$ cat config.mk
export PLATFORM = sky130hd
export DESIGN_NAME = pipe_hazard_ctrl_flat
export DESIGN_NICKNAME = d
export VERILOG_FILES = /design/src/rtl/pipe_pkg.sv /design/src/rtl/pipe_hazard_ctrl_if.sv /design/src/rtl/pipe_hazard_ctrl_fwd_unit.sv /design/src/rtl/pipe_hazard_ctrl.sv /design/src/flat_wrapper.sv
export SDC_FILE = /design/constraint.sdc
export NUM_CORES = 1
export LEC_CHECK = 0
export CAP_MARGIN = 20
export CELL_PAD_IN_SITES_DETAIL_PLACEMENT = 0
export CELL_PAD_IN_SITES_GLOBAL_PLACEMENT = 1
export CORE_UTILIZATION = 31
export CTS_BUF_LIST = sky130_fd_sc_hd__clkbuf_4 sky130_fd_sc_hd__clkbuf_8 sky130_fd_sc_hd__clkbuf_16
export DETAILED_ROUTE_END_ITERATION = 7
export PLACE_DENSITY = 0.77
export SYNTH_ARGS = -nofsm -noshare
export SYNTH_HDL_FRONTEND = slang
export SYNTH_SLANG_ARGS = --single-unit
export TNS_END_PERCENT = 10
$ cat constraint.sdc
create_clock -name clk -period 4 [get_ports clk]
set_clock_uncertainty 0.2 [all_clocks]
set_input_delay 1.2 -clock clk [delete_from_list [all_inputs] [get_ports clk]]
set_output_delay 1.2 -clock clk [all_outputs]
set_load 0.1 [all_outputs]
$ cat src/rtl/pipe_pkg.sv
// Shared types and constants for the pipeline hazard controller.
// Holds the FSM state encoding, PC select and forwarding select codes.
package pipe_pkg;

    typedef enum logic {
        RUN      = 1'b0,
        MEM_WAIT = 1'b1
    } state_t;

    localparam logic [1:0] PC_SEL_PC4 = 2'd0;
    localparam logic [1:0] PC_SEL_BR  = 2'd1;
    localparam logic [1:0] PC_SEL_JMP = 2'd2;

    localparam logic [1:0] FWD_RF  = 2'd0;
    localparam logic [1:0] FWD_MEM = 2'd1;
    localparam logic [1:0] FWD_WB  = 2'd2;

endpackage

$ cat src/rtl/pipe_hazard_ctrl_if.sv
// Data-memory request/acknowledge handshake.
// master: controller (drives dmem_req); slave: memory (drives dmem_ack).
interface pipe_hazard_ctrl_if;

    logic dmem_req;
    logic dmem_ack;

    modport master (output dmem_req, input dmem_ack);
    modport slave  (input dmem_req, output dmem_ack);

endinterface

$ cat src/rtl/pipe_hazard_ctrl_fwd_unit.sv
// Combinational EX-stage operand forwarding selects.
// In: EX sources, MEM/WB destinations; out: fwd_a, fwd_b.
module fwd_unit
    import pipe_pkg::*;
(
    input  logic [4:0] ex_rs,
    input  logic [4:0] ex_rt,
    input  logic       mem_regwrite,
    input  logic [4:0] mem_writereg,
    input  logic       wb_regwrite,
    input  logic [4:0] wb_writereg,
    output logic [1:0] fwd_a,
    output logic [1:0] fwd_b
);

    function automatic logic [1:0] pick(input logic [4:0] src);
        if (mem_regwrite && mem_writereg != 5'd0 && mem_writereg == src)
            return FWD_MEM;
        else if (wb_regwrite && wb_writereg != 5'd0 && wb_writereg == src)
            return FWD_WB;
        else
            return FWD_RF;
    endfunction

    always_comb begin
        fwd_a = pick(ex_rs);
        fwd_b = pick(ex_rt);
    end

endmodule

$ cat src/rtl/pipe_hazard_ctrl.sv
// Hazard/stall sequencer: freeze on dmem wait, redirect, load-use bubble.
// In: pipeline stage fields, dmem_ack; out: enables, flushes, fwd, stats.
module pipe_hazard_ctrl
    import pipe_pkg::*;
#(
    parameter int MEM_TIMEOUT = 15,
    parameter int CNT_W       = 16
) (
    input  logic             clk,
    input  logic             clr,
    input  logic [4:0]       id_rs,
    input  logic [4:0]       id_rt,
    input  logic [4:0]       ex_rs,
    input  logic [4:0]       ex_rt,
    input  logic             ex_regwrite,
    input  logic             ex_memtoreg,
    input  logic [4:0]       ex_writereg,
    input  logic             mem_regwrite,
    input  logic [4:0]       mem_writereg,
    input  logic             mem_memtoreg,
    input  logic             mem_memwrite,
    input  logic             mem_branch_eq,
    input  logic             mem_zero,
    input  logic             mem_jump,
    input  logic             wb_regwrite,
    input  logic [4:0]       wb_writereg,
    pipe_hazard_ctrl_if.master dmem,
    output logic             pc_en,
    output logic [1:0]       pc_sel,
    output logic             ifid_en,
    output logic             ifid_flush,
    output logic             idex_en,
    output logic             idex_flush,
    output logic             exmem_en,
    output logic             exmem_flush,
    output logic             memwb_flush,
    output logic [1:0]       fwd_a,
    output logic [1:0]       fwd_b,
    output logic             mem_err,
    output logic [CNT_W-1:0] stall_cnt
);

    localparam logic [7:0] TO_LAST = 8'(MEM_TIMEOUT - 1);

    state_t     state, state_nxt;
    logic [7:0] wait_cnt;
    logic       mem_access;
    logic       timeout;
    logic       freeze;
    logic       taken;
    logic       load_use;
    logic [1:0] fwd_a_raw, fwd_b_raw;

    fwd_unit u_fwd (
        .ex_rs        (ex_rs),
        .ex_rt        (ex_rt),
        .mem_regwrite (mem_regwrite),
        .mem_writereg (mem_writereg),
        .wb_regwrite  (wb_regwrite),
        .wb_writereg  (wb_writereg),
        .fwd_a        (fwd_a_raw),
        .fwd_b        (fwd_b_raw)
    );

    always_comb begin
        mem_access    = mem_memtoreg | mem_memwrite;
        timeout       = 1'b0;
        freeze        = 1'b0;
        dmem.dmem_req = 1'b0;
        state_nxt     = state;
        unique case (state)
            RUN: begin
                dmem.dmem_req = mem_access;
                freeze        = mem_access & ~dmem.dmem_ack;
                if (freeze)
                    state_nxt = MEM_WAIT;
            end
            MEM_WAIT: begin
                dmem.dmem_req = 1'b1;
                // Last allowed wait cycle: give up and let the access drain.
                timeout = ~dmem.dmem_ack & (wait_cnt == TO_LAST);
                freeze  = ~dmem.dmem_ack & ~timeout;
                if (!freeze)
                    state_nxt = RUN;
            end
            default: state_nxt = RUN;
        endcase
        // Outputs hold their idle values while clr is asserted.
        if (clr) begin
            dmem.dmem_req = 1'b0;
            freeze        = 1'b0;
            timeout       = 1'b0;
        end
        // Held stages mean redirect/load-use re-evaluate once unfrozen.
        taken    = ~clr & ~freeze &
                   ((mem_branch_eq & mem_zero) | mem_jump);
        load_use = ~clr & ~freeze & ~taken &
                   ex_memtoreg & ex_regwrite & (ex_writereg != 5'd0) &
                   ((ex_writereg == id_rs) | (ex_writereg == id_rt));

        pc_en       = ~(freeze | load_use);
        ifid_en     = ~(freeze | load_use);
        idex_en     = ~freeze;
        exmem_en    = ~freeze;
        memwb_flush = freeze;
        ifid_flush  = taken;
        idex_flush  = taken | load_use;
        exmem_flush = taken;
        pc_sel      = !taken  ? PC_SEL_PC4 :
                      mem_jump ? PC_SEL_JMP : PC_SEL_BR;
        fwd_a       = clr ? FWD_RF : fwd_a_raw;
        fwd_b       = clr ? FWD_RF : fwd_b_raw;
    end

    always_ff @(posedge clk or posedge clr) begin
        if (clr) begin
            state     <= RUN;
            wait_cnt  <= 8'd0;
            mem_err   <= 1'b0;
            stall_cnt <= '0;
        end else begin
            state    <= state_nxt;
            wait_cnt <= (state == MEM_WAIT && state_nxt == MEM_WAIT) ?
                        wait_cnt + 8'd1 : 8'd0;
            mem_err  <= mem_err | timeout;
            if (!pc_en && stall_cnt != '1)
                stall_cnt <= stall_cnt + 1'b1;
        end
    end

endmodule

$ cat src/flat_wrapper.sv
// flat-port wrapper written by rule: the top's interface ports become plain ports
module pipe_hazard_ctrl_flat import pipe_pkg::*;
#(
    parameter int MEM_TIMEOUT = 15,
    parameter int CNT_W       = 16
)
  (clk, clr, id_rs, id_rt, ex_rs, ex_rt, ex_regwrite, ex_memtoreg, ex_writereg, mem_regwrite, mem_writereg, mem_memtoreg, mem_memwrite, mem_branch_eq, mem_zero, mem_jump, wb_regwrite, wb_writereg, pc_en, pc_sel, ifid_en, ifid_flush, idex_en, idex_flush, exmem_en, exmem_flush, memwb_flush, fwd_a, fwd_b, mem_err, stall_cnt, dmem_dmem_req, dmem_dmem_ack);
  pipe_hazard_ctrl_if dmem_i ();
  input  logic clk;
  input  logic clr;
  input  logic [4:0] id_rs;
  input  logic [4:0] id_rt;
  input  logic [4:0] ex_rs;
  input  logic [4:0] ex_rt;
  input  logic ex_regwrite;
  input  logic ex_memtoreg;
  input  logic [4:0] ex_writereg;
  input  logic mem_regwrite;
  input  logic [4:0] mem_writereg;
  input  logic mem_memtoreg;
  input  logic mem_memwrite;
  input  logic mem_branch_eq;
  input  logic mem_zero;
  input  logic mem_jump;
  input  logic wb_regwrite;
  input  logic [4:0] wb_writereg;
  output logic pc_en;
  output logic [1:0] pc_sel;
  output logic ifid_en;
  output logic ifid_flush;
  output logic idex_en;
  output logic idex_flush;
  output logic exmem_en;
  output logic exmem_flush;
  output logic memwb_flush;
  output logic [1:0] fwd_a;
  output logic [1:0] fwd_b;
  output logic mem_err;
  output logic [CNT_W-1:0] stall_cnt;
  output wire logic [$bits(dmem_i.dmem_req)-1:0] dmem_dmem_req;
  input wire logic [$bits(dmem_i.dmem_ack)-1:0] dmem_dmem_ack;
  assign dmem_dmem_req = dmem_i.dmem_req;
  assign dmem_i.dmem_ack = dmem_dmem_ack;
  pipe_hazard_ctrl #(.MEM_TIMEOUT(MEM_TIMEOUT), .CNT_W(CNT_W)) u_core (.clk(clk), .clr(clr), .id_rs(id_rs), .id_rt(id_rt), .ex_rs(ex_rs), .ex_rt(ex_rt), .ex_regwrite(ex_regwrite), .ex_memtoreg(ex_memtoreg), .ex_writereg(ex_writereg), .mem_regwrite(mem_regwrite), .mem_writereg(mem_writereg), .mem_memtoreg(mem_memtoreg), .mem_memwrite(mem_memwrite), .mem_branch_eq(mem_branch_eq), .mem_zero(mem_zero), .mem_jump(mem_jump), .wb_regwrite(wb_regwrite), .wb_writereg(wb_writereg), .dmem(dmem_i), .pc_en(pc_en), .pc_sel(pc_sel), .ifid_en(ifid_en), .ifid_flush(ifid_flush), .idex_en(idex_en), .idex_flush(idex_flush), .exmem_en(exmem_en), .exmem_flush(exmem_flush), .memwb_flush(memwb_flush), .fwd_a(fwd_a), .fwd_b(fwd_b), .mem_err(mem_err), .stall_cnt(stall_cnt));
endmodule
==> impl_metrics.py, run 1 <==
metrics = {
    "synthesis": {
        "synth_common_cells": "33 x xnor2_1, 26 x dfrtp_1, 17 x xor2_1",
        "syn_nets": 239,
        "synth_compound_area_frac": 0.0469,
        "synth-seq-cells": 26,
        "synthSimpleGateAreaFrac": 0.300,
        "ys_async_sr_fraction": 1.00,
        "ys_types": 41,
        "synth_cells": 189,
        "ys.warnings.count": 0,
        "synth_area_mm2": 0.00187,
        "synth_edf_count": 0,
        "yosys.area.top_type_share": 0.349,
        "synth_top_family_by_area": "simple AND/OR/NAND/NOR gates",
        "netlist_top_cells_area": "dfrtp_1 35%, xnor2_1 15%, xor2_1 8.0%",
        "synth_fa_ha_area_frac": 0.0201,
        "ys.flop_type": "dfrtp_1",
        "syn_area_per_cell_um2": 9.88,
        "yosysSeqAreaShare": 0.349,
        "synthXorXnorAreaFrac": 0.235,
        "yosysMostFrequentCell": "xnor2_1",
        "synth.area.mux_share": 0.00603,
        "synth_top_cell_by_area": "dfrtp_1",
    },
    "job": {
        "maxCapViolCount": 0,
    },
    "clocking": {
        "cts-hold-fix-buffers": 0,
        "htree_num_levels": 1,
        "numCtsBuffers": 3,
        "cts.path.max_buffers": 2,
        "root_buffer": "clkbuf_8",
        "clock-sinks": 26,
        "cts_tree": "yes",
        "clkTransAtPathRegs_ns": 0.09,
        "clk_latency_ns": 0.27,
    },
    "global_routing": {
        "overflow": 0,
        "grt_pass1_wl_mm": 9.49,
        "first_global_vias": 1902,
        "gr-usage-met3": 0.0251,
        "grt_usage": 0.195,
        "antenna_found_initial": 0,
        "use_met1": 0.242,
        "grt_busiest_layer": "met2",
        "grt_max_degree": 30,
        "grt_use_met2": 0.349,
    },
    "finish": {
        "multiInputGateArea_mm2": 0.00131,
        "final_nets": 361,
        "drive_above_1_share": 0.456,
        "seqCellArea_um2": 651,
        "nFillCells": 474,
        "final_core_util": 0.593,
        "finalNonFillerCells": 381,
        "final_area_mm2": 0.00335,
        "areaGrowthSynthToFinish_pct": 79.3,
        "antennaDiodeCount": 0,
    },
    "detailed_routing": {
        "drt_iter0_markers": 65,
        "wl_mm": 5.76,
        "antenna_left": 0,
        "drt_first_pass_iters": 4,
        "vias": 1826,
        "wl_per_cell_um": 15.1,
        "drcViolationCount": 0,
        "routed_via_density": 4.79,
    },
    "die": {
        "core_area_mm2": 0.00564,
        "start_util": 0.331,
        "dieWidth_um": 79.6,
        "die_area_mm2": 0.00634,
        "core.rowCount": 27,
        "die_h_um": 79.6,
        "ioPinCount": 79,
    },
    "power": {
        "leakagePower_nw": 1.47,
        "peakVddDrop_v": 0.000413,
        "power.density_mw_per_mm2": 314,
    },
    "critical_path": {
        "crit_chain": "buf_8 > buf_6 > xor2_2 > or4_4 > nor4_4 > buf_12",
        "arrival_ns": 2.62,
        "required_ns": 2.60,
        "crit_fanout": 2,
        "worst-setup-path-type": "input port to output port",
        "cp-end-kind": "output port",
        "worst_path_max_delay_cell": "or4_4",
        "critPathTopFamily": "simple AND/OR/NAND/NOR gates",
        "start_kind": "input port",
        "slowest_delay_ns": 0.49,
        "cp_num_buf_inv": 3,
    },
    "timing": {
        "slew_violations": 0,
        "min_period_ns": 4.02,
        "timing.final.crit_share": 1.00,
        "setup_slack_ns": -0.0168,
        "finalHoldViolCount": 0,
        "fmax_mhz": 249,
        "setup_violations": 1,
        "rsz0062_at_grt": "true",
        "holdWs_ns": 0.292,
        "worstMarginPinSlew_ns": 0.397,
        "slew_headroom": 0.735,
    },
    "placement": {
        "io_buffers": 78,
        "gp_congestion": 0.816,
        "dp_hpwl_mm": 4.18,
        "place_area_mm2": 0.00303,
        "dp_cells": 355,
        "dp_slack_ns": -0.394,
    },
    "min_path": {
        "hold_path.class": "flip-flop to flip-flop",
    },
    "outcome": {
        "failed_checks": "setup timing",
        "status": "finished with violations",
    },
}
==> logic make-up after synthesis <==
| family | count (synthesis) |
|---|---|
| flip-flops | 26 |
| buffers and inverters | 12 |
| AO/OA/AOI/OAI | 11 |
| XOR/XNOR | 50 |
| AND/OR/NAND/NOR | 86 |
| adder cells (fa/ha/maj) | 3 |
| multiplexers | 1 |
==> report_power, final <==
| group | switching (mW) | internal (mW) | total, mW |
|---|---|---|---|
| Clock | 0.0835 | 0.0677 | 0.151 |
| Sequential | 0.0434 | 0.293 | 0.337 |
| Combinational | 0.384 | 0.177 | 0.562 |
| Total | 0.511 | 0.538 | 1.05 |
==> metrics by stage <==
stage	power, mW	TNS (ns)
finish	1.05	-0.0168
global route	1.10	-0.258
CTS	1.05	-0.0297
detailed placement	0.891	-3.22
global placement	0.888	-3.00
floorplan	0.716	-4.60
==> area by class of cell <==
class | instances | share of cell area
Multi-Input combinational cell | 151 | 0.392
Sequential cell | 26 | 0.194
Clock buffer | 3 | 0.0123
Inverter | 5 | 0.00785
Tap cell | 72 | 0.0269
Timing Repair Buffer | 124 | 0.367
==> final timing paths <==
path,from,endpoint,slack [ns],cells past startpoint
worst min register to register,u_core.mem_err$_DFF_PP0_,u_core.mem_err$_DFF_PP0_,0.29,1
worst max register to register,u_core.wait_cnt[0]$_DFF_PP0_,u_core.mem_err$_DFF_PP0_,0.43,23
min in group asynchronous,clr,u_core.stall_cnt[11]$_DFFE_PP0P_,0.94,4
worst min-delay path,u_core.mem_err$_DFF_PP0_,u_core.mem_err$_DFF_PP0_,0.29,1
max in group asynchronous,clr,u_core.mem_err$_DFF_PP0_,2.37,4
worst max-delay path,wb_writereg[2],fwd_a[1],-0.02,6
==> worst register-to-register path: stages (launching register included) <==
cell	delay, ns
dfrtp_1	0.43
inv_1	0.07
ha_1	0.14
nor4b_2	0.18
nand4_1	0.15
buf_4	0.17
buf_4	0.13
buf_4	0.12
buf_4	0.12
buf_4	0.12
buf_4	0.12
buf_4	0.12
buf_4	0.12
buf_4	0.12
buf_4	0.12
buf_4	0.12
buf_4	0.12
buf_4	0.12
buf_4	0.12
buf_4	0.12
buf_4	0.13
buf_4	0.12
buf_4	0.12
o21bai_1	0.12
==> cells in the final DEF (no fill, tap or decap), types with 3 or more instances in the layout <==
cell,Yosys,final
inv_1,4,4
nor2_1,14,12
buf_2,2,3
and3_1,5,5
xor2_1,17,15
xnor2_1,33,33
clkdlybuf4s50_1,0,19
a21oi_2,0,3
clkbuf_8,0,3
dfrtp_1,26,26
buf_6,1,8
buf_4,3,60
ha_1,3,3
nand2_2,1,3
or4_4,0,3
nor4b_2,4,4
nor4_4,0,3
dlygate4sd2_1,0,7
nand2_1,15,12
nand3_2,6,8
nand4_1,7,7
nor3_2,0,3
nand3_1,8,6
dlymetal6s2s_1,0,4
nor3_4,0,3
clkbuf_2,0,3
clkdlybuf4s15_1,0,4
buf_12,1,15
==> routing by layer <==
metal | up-vias | wire length, um
li1 | 901 | -
met1 | 875 | 2470
met2 | 43 | 2920
met3 | 7 | 281
met4 | 0 | 88
met5 | - | 0
==> state kept, by name (all words and copies together), names as in the netlist <==
signal and flops:
u_core.stall_cnt 16, u_core.wait_cnt 8, u_core.mem_err 1, u_core.state 1
==> repair_timing <==
item / 4_1_cts / 5_1_grt
buffers inserted: 21 / 3
endpoints found under the setup margin: 14 / 9
resized for setup: 59 / 34
pin swaps: 17 / 19
Note: power is estimated with default switching activity, not from simulation.
==> inputs of run 2 (changes only) <==
CTS_BUF_LIST = sky130_fd_sc_hd__clkbuf_16   (was sky130_fd_sc_hd__clkbuf_4 sky130_fd_sc_hd__clkbuf_8 sky130_fd_sc_hd__clkbuf_16)
==> run 2 against run 1 <==
Compared with the run above: the flow still finishes with violations (setup timing); global-route usage fell by 0.41 points; flip-flop and latch count is the same; die area is the same; largest power group unchanged; non-clock buffer count unchanged.
==> impl_metrics.py, run 2 (synthesis gave the netlist of run 1 again) <==
metrics = {
    "critical_path": {
        "cp.depth": 6,
        "slowest_delay_ns": 0.49,
        "crit_fanout": 2,
        "startpoint": "wb_writereg[2]",
        "critPathTopFamily": "simple AND/OR/NAND/NOR gates",
        "cp_num_buf_inv": 3,
        "start_kind": "input port",
        "cp-end-kind": "output port",
        "reg2reg_from": "u_core.wait_cnt[0]$_DFF_PP0_",
        "worst_path_max_delay_cell": "or4_4",
        "crit_end": "fwd_a[1]",
        "reg2reg_depth": 23,
        "ff2ff_setup_slack_ns": 0.45,
        "r2r-end": "u_core.mem_err$_DFF_PP0_",
        "worst-setup-path-type": "input port to output port",
        "required_ns": 2.60,
        "crit_chain": "buf_8 > buf_6 > xor2_2 > or4_4 > nor4_4 > buf_12",
        "arrival_ns": 2.62,
    },
    "clocking": {
        "cts_tree": "yes",
        "htree_num_levels": 1,
        "clock-sinks": 26,
        "cts-hold-fix-buffers": 0,
        "numCtsBuffers": 3,
        "cts.path.max_buffers": 2,
        "clkTransAtPathRegs_ns": 0.06,
        "root_buffer": "clkbuf_16",
        "clk_latency_ns": 0.26,
    },
    "power": {
        "swShare": 0.461,
        "pwr-share-seq": 0.302,
        "power_mw": 1.12,
        "intPower_mw": 0.604,
        "pwr-share-clk": 0.197,
        "peakVddDrop_v": 0.000414,
        "leakagePower_nw": 1.49,
        "combPwrFrac": 0.501,
        "p_sw_mw": 0.515,
        "power.density_mw_per_mm2": 331,
    },
    "placement": {
        "io_buffers": 78,
        "gp_congestion": 0.816,
        "dp_slack_ns": -0.394,
        "dp_hpwl_mm": 4.18,
        "place_area_mm2": 0.00303,
    },
    "finish": {
        "final_common_cell": "buf_4",
        "drive_above_1_share": 0.456,
        "top_regs": "u_core.stall_cnt x16, u_core.wait_cnt x8",
        "largest_register": "u_core.stall_cnt",
        "multiInputGateArea_mm2": 0.00131,
        "antennaDiodeCount": 0,
        "final_nets": 361,
        "largest_reg_flops": 16,
        "final_area_mm2": 0.00338,
        "mostFrequentLayoutCells": "60 x buf_4, 33 x xnor2_1, 26 x dfrtp_1",
        "nFillCells": 468,
        "areaGrowthSynthToFinish_pct": 81.1,
        "seqCellArea_um2": 651,
    },
    "die": {
        "core_area_mm2": 0.00564,
        "die_area_mm2": 0.00634,
        "ioPinCount": 79,
        "start_util": 0.331,
        "dieWidth_um": 79.6,
        "core.rowCount": 27,
        "die_h_um": 79.6,
    },
    "global_routing": {
        "grt_max_degree": 30,
        "antenna_found_initial": 0,
        "grt_pass1_wl_mm": 9.34,
        "overflow": 0,
        "grt_usage": 0.191,
        "first_global_vias": 1911,
    },
    "outcome": {
        "status": "finished with violations",
        "failed_checks": "setup timing",
    },
    "detailed_routing": {
        "wl_mm": 5.67,
        "routed_via_density": 4.78,
        "drt_iter0_markers": 41,
        "drt_first_pass_iters": 4,
        "vias": 1823,
        "antenna_left": 0,
        "wl_per_cell_um": 14.9,
        "drcViolationCount": 0,
    },
    "timing": {
        "finalHoldViolCount": 0,
        "rsz0062_at_grt": "true",
        "slew_violations": 0,
        "setup_slack_ns": -0.0165,
        "worstMarginPinSlew_ns": 0.396,
        "holdWs_ns": 0.294,
        "setup_violations": 3,
        "slew_headroom": 0.736,
        "min_period_ns": 4.02,
        "finalSetupTns_ns": -0.0201,
        "timing.final.crit_share": 1.00,
        "fmax_mhz": 249,
    },
    "job": {
        "maxCapViolCount": 0,
    },
    "min_path": {
        "hold_path.class": "flip-flop to flip-flop",
        "hold_start": "u_core.mem_err$_DFF_PP0_",
    },
}
-- run 2: repair_timing --
item | CTS | global route
pin swaps | 17 | 19
setup endpoints to repair | 14 | 9
setup buffers | 21 | 3
resized for setup | 59 | 34
-- run 2: power groups by stage --
stage / Combinational [mW] / Clock (mW) / Sequential (mW)
after floorplan: 0.168 / 0 / 0.547
after global placement: 0.546 / 0 / 0.342
after detailed placement: 0.549 / 0 / 0.342
after CTS: 0.557 / 0.225 / 0.337
after global routing: 0.586 / 0.237 / 0.344
final: 0.561 / 0.220 / 0.338
-- run 2: worst min-delay path by stage --
stage,end,cells past startpoint,slack [ns]
after global routing,u_core.mem_err$_DFF_PP0_,1,0.31
after detailed placement,u_core.mem_err$_DFF_PP0_,1,0.27
final,u_core.mem_err$_DFF_PP0_,1,0.29
after floorplan,u_core.wait_cnt[0]$_DFF_PP0_,1,0.27
after global placement,u_core.mem_err$_DFF_PP0_,1,0.26
after CTS,u_core.mem_err$_DFF_PP0_,1,0.29
-- run 2: layer usage --
metal / up-vias / GRT usage / part of all wire
met3: 7 / 0.0286 / 0.051
li1: 903 / - / -
met1: 865 / 0.240 / 0.43
met4: 0 / 0.0527 / 0.016
met2: 48 / 0.336 / 0.50
met5: - / 0 / 0
-- run 2: per-stage QoR --
step                utilization  instances
floorplan                     -        189
global placement          0.537        355
detailed placement        0.537        355
CTS                       0.588        378
global route              0.599        381
finish                    0.599        381
-- run 2: cell type report --
type,instances,area share
Timing Repair Buffer,124,0.363
Inverter,5,0.00777
Clock buffer,3,0.0222
Sequential cell,26,0.192
Tap cell,72,0.0266
Multi-Input combinational cell,151,0.388
